## config.mk

```make
export PLATFORM = sky130hd
export DESIGN_NAME = uart_tx_ctrl
export DESIGN_NICKNAME = d
export VERILOG_FILES = /design/src/rtl/uart_tx_ctrl.sv
export SDC_FILE = /design/constraint.sdc
export NUM_CORES = 1
export LEC_CHECK = 0
export ABC_AREA = 1
export CAP_MARGIN = 10
export CORE_MARGIN = 8
export CORE_UTILIZATION = 45
export DETAILED_ROUTE_END_ITERATION = 6
export SLEW_MARGIN = 25
export SYNTH_ARGS = -nofsm -noshare
export SYNTH_HDL_FRONTEND = slang
export SYNTH_SLANG_ARGS = --single-unit
```

## constraint.sdc

```tcl
create_clock -name sysclk -period 2.7 [get_ports sysclk]
set_input_delay 0.54 -clock sysclk [delete_from_list [all_inputs] [get_ports sysclk]]
set_output_delay 0.54 -clock sysclk [all_outputs]
set_load 0.02 [all_outputs]
```

## src/rtl/uart_tx_ctrl.sv

```systemverilog
// UART transmitter with a small byte FIFO in front of an 8N1 serialiser.
// The CPU pushes bytes; the FSM pops them and sends frames back-to-back
// while the FIFO holds data. The serial line and tx_done are registered.
module uart_tx_ctrl #(
    parameter int unsigned CLKS_PER_BIT = 10416,
    parameter int unsigned FIFO_DEPTH   = 4
) (
    input  logic       sysclk,
    input  logic       reset,
    input  logic       wr_en,
    input  logic [7:0] wr_data,
    input  logic       clr_ovf,
    output logic       UART_TX,
    output logic       tx_full,
    output logic       tx_empty,
    output logic       tx_busy,
    output logic       tx_done,
    output logic       overflow
);
    localparam int unsigned PTR_W = $clog2(FIFO_DEPTH);
    localparam int unsigned CNT_W = $clog2(FIFO_DEPTH + 1);
    localparam int unsigned BIT_W = $clog2(CLKS_PER_BIT);

    localparam logic [CNT_W-1:0] DEPTH_CNT = CNT_W'(FIFO_DEPTH);
    localparam logic [BIT_W-1:0] BIT_LAST  = BIT_W'(CLKS_PER_BIT - 1);
    localparam logic [BIT_W-1:0] BIT_PRE   = BIT_W'(CLKS_PER_BIT - 2);

    typedef enum logic [1:0] {StIdle, StStart, StData, StStop} state_e;

    state_e           state_q;
    logic [BIT_W-1:0] bit_cnt_q;
    logic [2:0]       bit_idx_q;
    logic [7:0]       shift_q;
    logic             tx_q;
    logic             done_q;
    logic             ovf_q;

    logic [7:0]       mem_q [FIFO_DEPTH];
    logic [PTR_W-1:0] wr_ptr_q;
    logic [PTR_W-1:0] rd_ptr_q;
    logic [CNT_W-1:0] count_q;

    logic push;
    logic pop;
    logic bit_end;

    // Full is judged on the registered count, so a pop on the same edge never
    // makes room for a write.
    assign tx_full  = (count_q == DEPTH_CNT);
    assign tx_empty = (count_q == '0);
    assign push     = wr_en & ~tx_full;
    assign bit_end  = (bit_cnt_q == BIT_LAST);
    assign pop      = ~tx_empty & ((state_q == StIdle) | ((state_q == StStop) & bit_end));

    assign UART_TX  = tx_q;
    assign tx_busy  = (state_q != StIdle);
    assign tx_done  = done_q;
    assign overflow = ovf_q;

    // FIFO storage; contents are don't-care until written, so no reset.
    always_ff @(posedge sysclk) begin
        if (push) begin
            mem_q[wr_ptr_q] <= wr_data;
        end
    end

    // FIFO pointers and occupancy; pointers wrap naturally (power-of-two depth).
    always_ff @(posedge sysclk or negedge reset) begin
        if (!reset) begin
            wr_ptr_q <= '0;
            rd_ptr_q <= '0;
            count_q  <= '0;
        end else begin
            if (push) wr_ptr_q <= wr_ptr_q + PTR_W'(1);
            if (pop)  rd_ptr_q <= rd_ptr_q + PTR_W'(1);
            count_q <= count_q + CNT_W'(push) - CNT_W'(pop);
        end
    end

    // Sticky overflow: a dropped write outranks a clear on the same edge.
    always_ff @(posedge sysclk or negedge reset) begin
        if (!reset) begin
            ovf_q <= 1'b0;
        end else if (wr_en && tx_full) begin
            ovf_q <= 1'b1;
        end else if (clr_ovf) begin
            ovf_q <= 1'b0;
        end
    end

    // Frame FSM; tx_q is loaded on the same edge as each state/bit change.
    always_ff @(posedge sysclk or negedge reset) begin
        if (!reset) begin
            state_q   <= StIdle;
            bit_cnt_q <= '0;
            bit_idx_q <= '0;
            shift_q   <= '0;
            tx_q      <= 1'b1;
            done_q    <= 1'b0;
        end else begin
            done_q <= 1'b0;
            unique case (state_q)
                StIdle: begin
                    bit_cnt_q <= '0;
                    bit_idx_q <= '0;
                    if (pop) begin
                        state_q <= StStart;
                        shift_q <= mem_q[rd_ptr_q];
                        tx_q    <= 1'b0;
                    end else begin
                        tx_q <= 1'b1;
                    end
                end
                StStart: begin
                    if (bit_end) begin
                        bit_cnt_q <= '0;
                        state_q   <= StData;
                        tx_q      <= shift_q[0];
                    end else begin
                        bit_cnt_q <= bit_cnt_q + BIT_W'(1);
                    end
                end
                StData: begin
                    if (bit_end) begin
                        bit_cnt_q <= '0;
                        shift_q   <= {1'b0, shift_q[7:1]};
                        if (bit_idx_q == 3'd7) begin
                            bit_idx_q <= '0;
                            state_q   <= StStop;
                            tx_q      <= 1'b1;
                        end else begin
                            bit_idx_q <= bit_idx_q + 3'd1;
                            tx_q      <= shift_q[1];
                        end
                    end else begin
                        bit_cnt_q <= bit_cnt_q + BIT_W'(1);
                    end
                end
                StStop: begin
                    // Raise done so it is visible during the final stop cycle.
                    if (bit_cnt_q == BIT_PRE) done_q <= 1'b1;
                    if (bit_end) begin
                        bit_cnt_q <= '0;
                        if (pop) begin
                            state_q <= StStart;
                            shift_q <= mem_q[rd_ptr_q];
                            tx_q    <= 1'b0;
                        end else begin
                            state_q <= StIdle;
                            tx_q    <= 1'b1;
                        end
                    end else begin
                        bit_cnt_q <= bit_cnt_q + BIT_W'(1);
                    end
                end
                default: begin
                    state_q <= StIdle;
                    tx_q    <= 1'b1;
                end
            endcase
        end
    end

endmodule

```

==> impl_metrics.yaml <==
detailed_routing:
  vias: 2290
  avgRoutedWirePerCell_um: 13.1
  drtPass1Iterations: 4
  via_per_inst: 4.87
  antenna_left: 0
  wirelength_um: 6140
  drc: 0
  drt_iter0_markers: 86
critical_path:
  worst-path-buf-inv: 3
  cpPeakStageDelay_ps: 630
  rr_worst_depth: 10
  timing.rr.start: "state_q[1]$_DFFE_PN0P_"
  worstSetupEndpointType: "output port"
  critPathSlowestCell: "clkdlybuf4s50_1"
  critPathMaxFanout: 6
  r2r_slack_ps: 290
  path_cells: "inv_1, ha_1, inv_2, clkdlybuf4s50_1"
  cp.required_ps: 2160
  start_kind: "flip-flop"
  arrival_ps: 1970
  critical_path.top_delay_family: "buffers and inverters"
  r2r-end: "count_q[2]$_DFF_PN0_"
  path_class: "flip-flop to output port"
power:
  total_power_mw: 2.62
  ir_drop_uv: 415
  p_leak_nw: 1.72
  powerDensity_nw_per_um2: 685
final_layout:
  layout.nets: 394
  diodes: 0
  syn2layout_area_growth_pct: 16.6
  stdcell_area_sq_um: 3830
  utilization_pct: 53.3
  final_layout_size_suffix_gt1_share_pct: 10.2
clocking:
  clk_path_buf_depth: 2
  worstSkewPairLatency_ps: 340
  ctsResizeCount: 0
  htree_levels: 3
  cts_made_buffers: 9
  cts_hold_buf: 0
  cts_tree: "done"
  cts_root_buf: "clkbuf_8"
  clkTransAtPathRegs_ps: 80
  post_cts_buffers: 0
  cts_sinks: 69
die:
  row_count: 31
  fp.dieW_um: 101
  dieArea_sq_um: 10300
  start_util_pct: 45.7
  die_y_um: 101
  io_pins: 18
  coreArea_sq_um: 7180
global_route:
  gr-total-overflow: 0
  grt_max_degree: 38
  antenna_found_initial: 0
  grt_pass1_vias: 2276
  grtUsageTotal_pct: 13.6
  grt_pass1_wl_um: 10800
yosys:
  yosysTopAreaCell: "edfxtp_1"
  ys_seq_area_share_pct: 57.5
  syn-instance-count: 336
  ys_types: 32
  synth_most_common_cell: "nand2_1"
  synth_nets: 364
  synth.area.top_cells: "edfxtp_1 (29%), dfrtp_1 (27%), nand2_1 (11%)"
  yosys-top-cells-count: "nand2_1 (98), nand3_1 (39), dfrtp_1 (36), edfxtp_1 (32), nor2_1 (25)"
  ys.flop_type: "dfrtp_1"
  avgSynthCellArea_sq_um: 9.77
  synthArstFlopShare_pct: 53.6
  synth_warnings: 0
  synth.top_cell.area_share_pct: 29.3
  synth_seq_cells: 69
  synth-edff-count: 32
  syn_area_sq_um: 3280
sta:
  fin_crit_sh_pct: 92.9
  holdWs_ps: 291
  relSlewSlack_pct: 45.5
  finalHoldViolations: 0
  setup_tns_ps: 0
  tightest_slew_ps: 817
  fin_crit_ps: 2510
  timing.fmax_mhz: 399
  setup_viol: 0
  skew_ps: 8.45
  report.final.slew_viol_count: 0
  rsz0062_at_grt: "no"
place:
  place.gp.congestion: 0.776
  dp_hpwl_um: 4270
  port_buffers: 17
  dpl_cell_area_sq_um: 3600
run_status:
  outcome: "completed"
run:
  cap_violations: 0
hold_path:
  holdCritPathClass: "input port to async pin"
## report_power, final
group,internal (mW),switching (mW),total [mW],leakage [nW]
sequential,1.25,0.0548,1.31,0.755
combinational,0.153,0.230,0.383,0.850
clock,0.530,0.404,0.934,0.111
## layout make-up
type / count / area [sq um]
inverters: 27 / 101
well taps: 99 / 124
fillers: 663 / 3350
flip-flops and latches: 69 / 1890
multi-input cells: 234 / 1260
repair buffers: 25 / 225
clock inverters: 6 / 95.1
clock buffers: 10 / 128
## per-layer routing
| metal | up-vias | global-route usage, % | part of all wire (%) |
|---|---|---|---|
| met4 | 0 | 5.27 | 1.4 |
| met2 | 22 | 21.8 | 48 |
| met3 | 8 | 3.64 | 2.8 |
| met5 | - | 0 | 0 |
| li1 | 1171 | - | - |
| met1 | 1089 | 17.0 | 48 |
## logic make-up (layout without fill, tap and decap cells)
group | Yosys count | after routing | synth area share (%)
AOI/OAI and AO/OA | 27 | 27 | 4.65
xor gates and xnor gates | 9 | 9 | 2.40
adders and majority gates | 16 | 16 | 6.33
buffers and inverters | 33 | 68 | 3.93
DFF | 69 | 69 | 57.5
and+or+nand+nor | 182 | 182 | 25.2
## sequential cells by signal, indices dropped and copies added, names as in the netlist
name and count:
wr_ptr_q 2, tx_done 1, shift_q 8, rd_ptr_q 2
UART_TX 1, mem_q 32, bit_idx_q 3, overflow 1
state_q 2, bit_cnt_q 14, count_q 3
## placed cells by master (no fill, tap or decap), drive strengths merged
master         Yosys  routed
a21oi             12      12
xor2               7       7
nor2              26      26
buf                4       9
xnor2              2       2
nor4               1       1
nand4              1       1
o21ai             13      13
clkinv             2       4
nor3               7       7
dfstp              1       1
and2               1       1
and3               2       2
ha                15      15
bufinv             0       2
edfxtp            32      32
clkbuf             2      10
nand3             40      40
dfrtp             36      36
inv               25      27
or2                1       1
clkdlybuf4s50      0      16
fa                 1       1
a31oi              2       2
nand2            103     103
## metrics by stage
stage | instances | worst slack, ps
after floorplan | 336 | 315
after global placement | 454 | 380
after detailed placement | 454 | 317
after CTS | 470 | 173
after global routing | 470 | 107
final | 470 | 192
## worst max path at each step
stage | start | to | slack [ps] | cells past startpoint
6_report | state_q[0]$_DFFE_PN0P_ | tx_busy | 190 | 4
5_1_grt | state_q[0]$_DFFE_PN0P_ | tx_busy | 110 | 4
4_1_cts | state_q[0]$_DFFE_PN0P_ | tx_busy | 170 | 4
3_5_place_dp | state_q[1]$_DFFE_PN0P_ | count_q[2]$_DFF_PN0_ | 320 | 10
3_3_place_gp | state_q[1]$_DFFE_PN0P_ | count_q[2]$_DFF_PN0_ | 380 | 10
2_1_floorplan | state_q[1]$_DFFE_PN0P_ | count_q[2]$_DFF_PN0_ | 320 | 9
Power figures use the tool's default switching activity.
